[config.mk]
export PLATFORM = sky130hd
export DESIGN_NAME = fp8_op_scheduler
export DESIGN_NICKNAME = d
export VERILOG_FILES = /design/src/rtl/fp8_sched_pkg.sv /design/src/rtl/fp8_rsp_fifo.sv /design/src/rtl/fp8_op_scheduler.sv
export SDC_FILE = /design/constraint.sdc
export NUM_CORES = 1
export LEC_CHECK = 0
export CORE_UTILIZATION = 30
export DETAILED_ROUTE_END_ITERATION = 7
export RECOVER_POWER = 25
export SYNTH_ARGS = -nofsm -noshare
export SYNTH_HDL_FRONTEND = slang
export SYNTH_SLANG_ARGS = --single-unit
[constraint.sdc]
create_clock -name clk -period 2.1 [get_ports clk]
set_input_delay 0.42 -clock clk [delete_from_list [all_inputs] [get_ports clk]]
set_output_delay 0.42 -clock clk [all_outputs]
set_load 0.005 [all_outputs]
[src/rtl/fp8_sched_pkg.sv]
// fp8_sched_pkg: shared opcodes, requester ID type and FP8 E4M3 constants
package fp8_sched_pkg;
  localparam logic OP_MUL = 1'b0;
  localparam logic OP_ADD = 1'b1;
  typedef logic [0:0] req_id_t;
  localparam logic [7:0] ONE  = 8'h38;
  localparam logic [7:0] TWO  = 8'h40;
  localparam logic [7:0] ZERO = 8'h00;
endpackage

[src/rtl/fp8_rsp_fifo.sv]
// fp8_rsp_fifo: registered response FIFO, no fall-through, pop frees a slot for a same-cycle push
module fp8_rsp_fifo #(
  parameter int W     = 8,
  parameter int DEPTH = 4
) (
  input  logic         clk,
  input  logic         rst_n,
  input  logic         push,
  input  logic         pop,
  input  logic [W-1:0] din,
  output logic [W-1:0] dout,
  output logic         full,
  output logic         empty
);
  localparam int AW = $clog2(DEPTH);
  logic [W-1:0] mem [DEPTH];
  logic [AW-1:0] rd, wr;
  logic [AW:0] count;
  logic do_push, do_pop;
  assign empty   = count == '0;
  assign full    = count == (AW+1)'(DEPTH);
  assign do_pop  = pop && !empty;
  assign do_push = push && (!full || do_pop);
  assign dout    = empty ? '0 : mem[rd];
  // storage is left unreset; empty masks the stale head
  always_ff @(posedge clk)
    if (do_push) mem[wr] <= din;
  // read/write pointers and occupancy
  always_ff @(posedge clk or negedge rst_n)
    if (!rst_n) begin
      rd    <= '0;
      wr    <= '0;
      count <= '0;
    end else begin
      rd    <= rd + AW'(do_pop);
      wr    <= wr + AW'(do_push);
      count <= count + (AW+1)'(do_push) - (AW+1)'(do_pop);
    end
endmodule

[src/rtl/fp8_op_scheduler.sv]
// fp8_op_scheduler: round-robin sharing of one FP8 unit between two credit-limited requesters
module fp8_op_scheduler
  import fp8_sched_pkg::*;
#(
  parameter int W     = 8,
  parameter int DEPTH = 4
) (
  input  logic           clk,
  input  logic           rst_n,
  input  logic           ena,
  input  logic [1:0]     req_valid,
  output logic [1:0]     req_ready,
  input  logic [2*W-1:0] req_a,
  input  logic [2*W-1:0] req_b,
  input  logic [1:0]     req_op,
  output logic           u_valid,
  output logic [W-1:0]   u_a,
  output logic [W-1:0]   u_b,
  output logic           u_op,
  output req_id_t        u_tag,
  input  logic           u_res_valid,
  input  logic [W-1:0]   u_res,
  input  req_id_t        u_res_tag,
  output logic [1:0]     rsp_valid,
  input  logic [1:0]     rsp_ready,
  output logic [2*W-1:0] rsp_data,
  output logic           err
);
  localparam int CW = $clog2(DEPTH + 1);
  logic [1:0][CW-1:0] cnt;
  logic [1:0] elig, grant, push, pop, full, empty;
  logic prio, bad_res, overflow;
  req_id_t sel;
  for (genvar i = 0; i < 2; i++) begin : g_req
    assign elig[i] = rst_n && ena && req_valid[i] && cnt[i] < CW'(DEPTH);
    assign pop[i]  = rsp_ready[i] && !empty[i];
    assign push[i] = u_res_valid && u_res_tag == req_id_t'(i) && cnt[i] != '0;
    fp8_rsp_fifo #(.W(W), .DEPTH(DEPTH)) u_fifo (
      .clk   (clk),
      .rst_n (rst_n),
      .push  (push[i]),
      .pop   (pop[i]),
      .din   (u_res),
      .dout  (rsp_data[i*W +: W]),
      .full  (full[i]),
      .empty (empty[i])
    );
  end
  assign grant     = &elig ? (prio ? 2'b10 : 2'b01) : elig;
  assign req_ready = grant;
  assign sel       = req_id_t'(grant[1]);
  assign rsp_valid = ~empty;
  assign bad_res   = u_res_valid && cnt[u_res_tag] == '0;
  assign overflow  = |(push & full & ~pop);
  // credits: +1 on issue, -1 when a buffered response is consumed
  always_ff @(posedge clk or negedge rst_n)
    if (!rst_n) cnt <= '0;
    else for (int k = 0; k < 2; k++) cnt[k] <= cnt[k] + CW'(grant[k]) - CW'(pop[k]);
  // registered issue to the unit; priority passes to the other requester after a grant
  always_ff @(posedge clk or negedge rst_n)
    if (!rst_n) begin
      u_valid <= 1'b0;
      u_a     <= '0;
      u_b     <= '0;
      u_op    <= 1'b0;
      u_tag   <= '0;
      prio    <= 1'b0;
    end else begin
      u_valid <= |grant;
      prio    <= |grant ? ~sel : prio;
      if (|grant) begin
        u_a   <= sel ? req_a[2*W-1:W] : req_a[W-1:0];
        u_b   <= sel ? req_b[2*W-1:W] : req_b[W-1:0];
        u_op  <= req_op[sel];
        u_tag <= sel;
      end
    end
  // sticky protocol error: result without credit, or push into a full FIFO
  always_ff @(posedge clk or negedge rst_n)
    if (!rst_n) err <= 1'b0;
    else err <= err | bad_res | overflow;
endmodule

Word level (Yosys, flattened, before mapping) --
Memories as Yosys holds them, arrays and structs flattened. Index checks and enable logic that the tools add are counted.
Word-level totals: bits in registers 41, bits in latches 0, RAM bits 64, memory bits (read-only) 0, output and inout port bits 40, logic and storage cells 87, memories kept 2
Memory list:
- g_req[0].u_fifo.mem | depth 4, width 8, rd ports 1, clocked after memory_dff 0, wr ports 1, RTL line fp8_rsp_fifo.sv:16 | logic [W-1:0] mem [DEPTH];
- g_req[1].u_fifo.mem | depth 4, width 8, rd ports 1, clocked after memory_dff 0, wr ports 1, RTL line fp8_rsp_fifo.sv:16
Cells by class: $add $sub $neg 12, $mul 0, divide/modulo/power cells 0, magnitude comparators 4, equality and inequality tests 2, shifts and indexed selects 0, mux-type cells 14, bitwise operators 8, reduce and logical (&&, ||, !) cells 30
Operator list (number):
- 8-bit 2-to-1 mux | 4
- 1-bit logical AND | 16
- 3-bit by 1-bit adder with 3-bit output | 4
- 3-bit by 1-bit subtractor with 3-bit output | 4
- 3-bit zero test | 3
- 2-bit by 1-bit adder with 2-bit output | 4
- 3-bit equality test, second input constant | 2
- 3-bit less-than comparator, second input constant | 2
- 1-bit 2-to-1 mux | 6
- 3-bit 2-to-1 mux | 2
- 3-bit nonzero test | 2
- 2-bit AND | 2
- 1-bit zero test | 4
- 1-bit by 2-bit less-than comparator with 1-bit output, second input constant | 2
- 2-bit 2-to-1 mux | 2
- 2-bit NOT | 2
- 2-bit OR reduction | 2
- 1-bit logical OR | 2
- 1-bit NOT | 2
- 1-bit OR | 2
- 2-bit AND reduction | 1

Longest topological paths before layout --
Gate-level depths: netlist (run 1).
depth after elaboration 8, depth in mapped cells 9

Modules after synthesis --
Synthesis (run 1) repeated with hierarchy kept, for this count alone.
Second synthesis, totals: cells, all modules 313, area, all modules 4678.2 sq um
Modules (own cells, without submodules):
- fp8_rsp_fifo | instances 2, cells an instance 81, area an instance 1576.5 sq um, seq. area each 1136.1 sq um
- fp8_op_scheduler | instances 1, cells an instance 151, area an instance 1525.2 sq um, seq. area each 675.6 sq um

Worst setup path after synthesis (run 1) --
No wires, ideal clock.
path kind input -> register, start point input port rsp_ready[0], end point register g_req[0].u_fifo.count[1], setup time 0.064 ns, data arrival time 2.027 ns, required time 2.036 ns, setup slack 0.009 ns, cell stages on the path 7, path buffers 0, cells stage by stage or4b_2 > nand4b_1 > inv_1 > ha_1 > inv_1 > fa_1 > inv_1
On the way: cells in the longest elaborated chain, start to end 6
RTL lines:
- from (decl) | RTL line fp8_op_scheduler.sv:25 | input logic [1:0] rsp_ready,
- 1-bit logical AND (*) | RTL line fp8_op_scheduler.sv:36 | assign pop[i] = rsp_ready[i] && !empty[i];
- 1-bit logical AND (*) | RTL line fp8_rsp_fifo.sv:22 | assign do_pop = pop && !empty;
- 1-bit logical OR | RTL line fp8_rsp_fifo.sv:23 | assign do_push = push && (!full || do_pop);
- 1-bit logical AND | RTL line fp8_rsp_fifo.sv:23
- 3-bit by 1-bit adder with 3-bit output | RTL line fp8_rsp_fifo.sv:37 | count <= count + (AW+1)'(do_push) - (AW+1)'(do_pop);
- 3-bit by 1-bit subtractor with 3-bit output (*) | RTL line fp8_rsp_fifo.sv:37
- to (signal assigned) | RTL line fp8_rsp_fifo.sv:37
- to (decl) | RTL line fp8_rsp_fifo.sv:18 | logic [AW:0] count;
Mark *: on every way between the ends. The rest lies on a longest branch, timed or not. A chain may end at the register's enable or synchronous reset.

Final worst setup path (run 1) --
start point register g_req[0].u_fifo.rd[0], end point output port rsp_data[4]
On the way: cells in the longest elaborated chain, start to end 2
RTL lines:
- from (decl) | RTL line fp8_rsp_fifo.sv:17 | logic [AW-1:0] rd, wr;
- from (signal assigned) | RTL line fp8_rsp_fifo.sv:35 | rd <= rd + AW'(do_pop);
- memory 4 x 8 bit
- 8-bit 2-to-1 mux | RTL line fp8_rsp_fifo.sv:24 | assign dout = empty ? '0 : mem[rd];
- to (decl) | RTL line fp8_op_scheduler.sv:26 | output logic [2*W-1:0] rsp_data,
No other way between the ends.

==> results of run 1 <==
cells in the mapped netlist, types with 2 or more instances:
master,n
and4b_1,2
fa_1,4
inv_1,20
ha_1,10
clkbuf_1,6
xnor2_1,8
nand2_1,4
mux4_2,16
o221a_2,17
o31a_1,4
and2_1,16
nor3b_1,4
edfxtp_1,64
buf_2,5
dfrtp_1,41
nor2_1,5
xor2_1,6
buf_6,2
nand2b_1,2
nor3_1,2
or3_1,20
power groups by stage:
stage / Combinational, mW / Clock, mW / Sequential, mW
after floorplan: 1.64 / 0 / 3.04
after global placement: 2.97 / 0 / 3.17
after detailed placement: 3.05 / 0 / 3.19
after CTS: 3.43 / 1.91 / 3.16
after global routing: 3.93 / 1.98 / 3.26
final: 3.58 / 1.85 / 3.17
worst max-delay path by stage:
stage	slack, ns	end	startpoint	cells after the start
floorplan	0.009	g_req[0].u_fifo.count[1]	rsp_ready[0]	7
global placement	-0.38	g_req[0].u_fifo.count[1]	rsp_ready[0]	8
detailed placement	-0.45	g_req[0].u_fifo.count[1]	rsp_ready[0]	8
CTS	-0.15	rsp_data[9]	g_req[1].u_fifo.rd[0]	5
global route	-0.11	rsp_data[2]	g_req[0].u_fifo.rd[0]	5
finish	-0.04	rsp_data[4]	g_req[0].u_fifo.rd[0]	5
final cells by class:
class / count / area [um2]
Timing Repair Buffer: 141 / 1380
Sequential cell: 105 / 2950
Multi-Input combinational cell: 132 / 1440
Clock inverter: 7 / 113
Inverter: 20 / 75.1
Fill cell: 1302 / 8060
Tap cell: 184 / 230
Clock buffer: 9 / 225
placed cells by master (no fill, tap or decap), types with 3 or more instances in the layout:
cell type        instances
xnor2_1                  8
and2_4                  13
buf_4                   34
buf_12                   8
dlygate4sd3_1            3
inv_1                   15
clkbuf_16                9
or3_1                   18
nand2_1                  4
dfrtp_1                 36
dfrtp_2                  5
and2_1                   3
fa_2                     4
buf_2                    5
edfxtp_1                64
mux4_2                  16
o31a_1                   4
o221a_2                 17
ha_1                     8
xor2_1                   5
nor2_1                   4
clkdlybuf4s50_1         65
inv_2                    5
buf_6                   17
registers in the layout, indices dropped and copies added, names as in the netlist, 4 cells and up:
name                count
u_a                     8
cnt                     6
g_req.u_fifo.rd         4
g_req.u_fifo.count      6
u_b                     8
g_req.u_fifo.mem       64
g_req.u_fifo.wr         4
per-stage QoR:
stage	power [mW]	utilization [%]	hold slack, ns	cells	area (um2)
after floorplan	4.68	-	0.124	270	4430
after global routing	9.17	44.3	0.305	598	6420
final	8.60	44.3	0.241	598	6420
after CTS	8.50	43.5	0.0237	594	6300
after detailed placement	6.24	40.0	0.401	559	5790
after global placement	6.14	40.0	0.399	559	5790
per-layer routing:
metal	vias up	wire length, um	part of all wire (%)
met5	-	0	0
li1	1293	-	-
met2	94	4730	50
met4	0	91	0.97
met3	7	645	6.9
met1	1368	3930	42
repair_timing:
item / CTS / global route
setup endpoints to repair: 23 / 55
resized for setup: 88 / 33
cloned: 0 / 0
pin swaps: 17 / 17
buffers inserted: 19 / 6
kinds of logic (layout without fill, tap and decap cells):
kind of cell,after synthesis,after routing,share of synthesized area [%]
compound gates,24,24,5.62
xor+xnor,14,14,2.77
simple gates,64,64,9.06
fa+ha+maj,14,14,4.63
flops,105,105,66.5
mux,16,16,8.13
buf+inv,33,177,3.27
==> impl_metrics.json, run 1 <==
{
  "numCtsBuffers": 9,
  "routedWlPerCell_um": 15.7,
  "required_ns": 1.68,
  "use_met2_pct": 23.7,
  "critical_path.max_fanout": 4,
  "insertion_delay_ns": 0.34,
  "worst_slew_pin_slew_ns": 0.776,
  "die-height_um": 124,
  "p_clk_share_pct": 21.5,
  "area_growth_pct": 44.8,
  "clkSlewWorstSetupHoldPaths_ns": 0.07,
  "ir_drop_v": 0.000551,
  "hpwl_mm": 6.48,
  "io_buffers": 90,
  "setup_viol": 13,
  "grt.total_usage_pct": 13.5,
  "finalCritPeriodShare_pct": 102,
  "hold_buffers": 0,
  "postRouteWirelength_mm": 9.39,
  "n_antenna_cell": 0,
  "slew_viol_final": 0,
  "dp_worst_setup_slack_ns": -0.445,
  "vias": 2762,
  "synth-edff-count": 64,
  "setup_slack_ns": -0.0383,
  "r2r-end": "cnt[2]",
  "ys_types": 33,
  "finalNetCount": 474,
  "initial_core_util_pct": 30.6,
  "grtUsageMet3_pct": 3.97,
  "async_reset_ff_share_pct": 39.0,
  "powerDensity_nw_per_um2": 1340,
  "path_cells": "buf_6 > buf_4 > mux4_2 > and2_4 > buf_2",
  "die_w_um": 124,
  "yosysTopAreaCellShare_pct": 43.4,
  "leakage_nw": 2.48,
  "critical_path.startpoint_type": "flip-flop",
  "failed_checks": "setup timing",
  "syn_nets": 335,
  "max_stage_delay_ns": 0.48,
  "ys_warn_count": 0,
  "root_buffer": "clkbuf_16",
  "crit_family": "multiplexers",
  "gp_congestion": 0.731,
  "status": "finished with violations",
  "syn_area_um2": 4430,
  "yosysSeqAreaShare_pct": 66.5,
  "avgSynthCellArea_um2": 16.4,
  "p_sw_share_pct": 28.0,
  "drt-initial-drc-count": 236,
  "finClkSkew_ns": 0.00906,
  "cts_tree": "yes",
  "synth.area.top_cells": "edfxtp_1 (43%), dfrtp_1 (23%), mux4_2 (8.1%)",
  "drc": 0,
  "finalSetupTns_ns": -0.297,
  "grt_pass1_vias": 3061,
  "rows": 44,
  "cp-end-kind": "primary output",
  "core_area_um2": 14500,
  "critPathArrivalTime_ns": 1.72,
  "clock_path_buffers": 2,
  "grt_util_met1_pct": 15.9,
  "power_frac_comb_pct": 41.6,
  "antenna_found_initial": 0,
  "top_usage_layer": "met2",
  "p_int_mw": 6.20,
  "drt.antenna.violating_nets": 0,
  "path_class": "reg -> out",
  "dieArea_um2": 15300,
  "drive_above_1_share_pct": 37.9,
  "cts.htree.levels": 3,
  "rsz0062_at_grt": "true",
  "fmax_ghz": 0.468,
  "p_switching_mw": 2.41,
  "vias_per_cell": 4.62,
  "crit_path_top_delay_cell": "mux4_2",
  "min_period_ns": 2.14,
  "ys_ff_latch": 105,
  "first_pass_iters": 6,
  "grt_pass1_wl_mm": 15.3,
  "hold_path.class": "in -> async",
  "overflow": 0,
  "pin_count": 91,
  "seq_power_share_pct": 36.9,
  "grt_max_degree": 31,
  "r2r_setup_slack_ns": 0.07,
  "rr_worst_depth": 7,
  "maxCapViolations": 0,
  "ys.flop_type": "edfxtp_1",
  "path_buf_inv": 3,
  "worstReg2RegStart": "g_req[0].u_fifo.count[2]",
  "netlist_instances": 270,
  "relSlewSlack_pct": 48.3,
  "finalHoldViolCount": 0,
  "yosysTopAreaCell": "edfxtp_1",
  "clock-sinks": 105
}
Note: power is estimated with default switching activity, not from simulation.
==> run 2: changes to the inputs <==
CAP_MARGIN = 0   (was unset)
==> results of run 2 <==
Final layout, timing and power as in run 1 (identical DEF).
==> run 3: changes to the inputs <==
RECOVER_POWER = unset   (was 25)
==> impl_metrics.json, run 3 (synthesis gave the netlist of run 1 again) <==
{
  "status": "finished with violations",
  "failed_checks": "setup timing",
  "initial_core_util_pct": 30.6,
  "vias_per_cell": 4.62,
  "routedWlPerCell_um": 15.7,
  "vias": 2764,
  "cts_tree": "yes",
  "cp-end-kind": "primary output",
  "n_antenna_cell": 0,
  "top_layer": "met4",
  "clkSlewWorstSetupHoldPaths_ns": 0.07,
  "io_buffers": 90,
  "grt.total_usage_pct": 13.5,
  "gp_congestion": 0.731,
  "drive_above_1_share_pct": 38.4,
  "critPathArrivalTime_ns": 1.72,
  "overflow": 0,
  "wl_met2_mm": 4.73,
  "path_class": "reg -> out",
  "maxCapViolations": 0,
  "relSlewSlack_pct": 66.3,
  "placed_cells": 559,
  "postRouteWirelength_mm": 9.38,
  "p_int_mw": 6.20,
  "hold_path.class": "in -> async",
  "final.fill_count": 1299,
  "power_frac_comb_pct": 41.6,
  "antenna_found_initial": 0,
  "finClkSkew_ns": 0.00904,
  "core_area_um2": 14500,
  "cts.htree.levels": 3,
  "finalHoldViolCount": 0,
  "fmax_ghz": 0.468,
  "finalNonFillerCells": 598,
  "root_buffer": "clkbuf_16",
  "hold_buffers": 0,
  "setup_slack_ns": -0.0380,
  "drc": 0,
  "powerDensity_nw_per_um2": 1340,
  "pin_count": 91,
  "first_pass_iters": 6,
  "area_growth_pct": 45.0,
  "dieArea_um2": 15300,
  "rows": 44,
  "grt_max_degree": 31,
  "die-height_um": 124,
  "wl_met3_um": 624,
  "leakage_nw": 2.48,
  "p_switching_mw": 2.40,
  "regMostFlops": "g_req.u_fifo.mem",
  "drt-initial-drc-count": 233,
  "seq_power_share_pct": 36.9,
  "ir_drop_v": 0.000560,
  "required_ns": 1.68,
  "slew_viol_final": 0,
  "reg_top3": "g_req.u_fifo.mem (64), u_a (8), u_b (8)",
  "clock-sinks": 105,
  "p_clk_share_pct": 21.5,
  "p_sw_share_pct": 27.9,
  "insertion_delay_ns": 0.34,
  "die_w_um": 124,
  "min_period_ns": 2.14,
  "drt.antenna.violating_nets": 0,
  "wl_met1_mm": 3.93,
  "p_total_mw": 8.60,
  "critical_path.max_fanout": 4,
  "hpwl_mm": 6.48,
  "largest_reg_flops": 64,
  "layout_commonest_cell": "clkdlybuf4s50_1",
  "grt_pass1_wl_mm": 15.3,
  "layout.cells.most_common_list": "clkdlybuf4s50_1 (68), edfxtp_1 (64), dfrtp_1 (36), buf_4 (36), or3_1 (18)",
  "numCtsBuffers": 9,
  "finalCritPeriodShare_pct": 102,
  "setup_viol": 13,
  "rsz0062_at_grt": "true",
  "finalNetCount": 474,
  "clock_path_buffers": 2,
  "rr_worst_depth": 7,
  "critical_path.startpoint_type": "flip-flop",
  "worst_slew_pin_slew_ns": 0.505,
  "grt_pass1_vias": 3061
}
-- run 3: changes by cell type in the layout (fill, tap and decap cells not counted) --
cell | previous run | this run
clkbuf_1 | 2 | 0
dlygate4sd3_1 | 3 | 0
buf_4 | 34 | 36
clkbuf_2 | 2 | 1
clkdlybuf4s50_1 | 65 | 68
buf_2 | 5 | 6
-- run 3: timing repair --
item / in CTS / in global routing
gates resized for setup: 88 / 33
setup endpoints to repair: 23 / 55
setup buffers: 19 / 6
pin swaps: 17 / 17
-- run 3: area by class of cell --
class | instances | area (um2) | area share [%]
repair buffers | 141 | 1390 | 21.6
well taps | 184 | 230 | 3.58
multi-input cells | 132 | 1440 | 22.4
inverters | 20 | 75.1 | 1.17
clock buffers | 9 | 225 | 3.50
clock inverters | 7 | 113 | 1.75
flip-flops and latches | 105 | 2950 | 46.0
-- run 3: worst paths after layout --
check | from | slack, ns | end
min in group clk | err | 0.48 | err
max in group asynchronous | rst_n | 1.66 | g_req[0].u_fifo.rd[0]
max | g_req[0].u_fifo.rd[0] | -0.04 | rsp_data[4]
min reg2reg | err | 0.48 | err
min | rst_n | 0.03 | cnt[4]
max reg2reg | g_req[0].u_fifo.count[2] | 0.07 | cnt[2]
-- run 3: metal layers --
| metal | GRT usage [%] | vias to the layer above |
|---|---|---|
| li1 | - | 1293 |
| met1 | 15.9 | 1372 |
| met5 | 0 | - |
| met4 | 3.77 | 0 |
| met3 | 3.97 | 7 |
| met2 | 23.7 | 92 |
-- run 3: stage by stage --
step | TNS [ns] | cell area (um2) | utilization, % | hold slack, ns | setup WS (ns)
2_1_floorplan | 0 | 4430 | - | 0.124 | 0.00862
3_3_place_gp | -10.66 | 5790 | 40.0 | 0.399 | -0.380
3_5_place_dp | -13.04 | 5790 | 40.0 | 0.401 | -0.445
4_1_cts | -0.918 | 6300 | 43.5 | 0.0237 | -0.155
5_1_grt | -1.13 | 6430 | 44.4 | 0.0364 | -0.112
6_report | -0.297 | 6430 | 44.4 | 0.0316 | -0.0380
-- run 3: critical path: stages (launching register included) --
cell and delay [ns]:
dfrtp_2 0.41, buf_6 0.13, buf_4 0.10, mux4_2 0.48, and2_4 0.14, buf_2 0.11
-- run 3: power by group through the flow --
| stage | sequential, mW | combinational, mW | clock (mW) |
|---|---|---|---|
| floorplan | 3.04 | 1.64 | 0 |
| global placement | 3.17 | 2.97 | 0 |
| detailed placement | 3.19 | 3.05 | 0 |
| CTS | 3.16 | 3.43 | 1.91 |
| global route | 3.26 | 3.93 | 1.98 |
| finish | 3.17 | 3.58 | 1.85 |
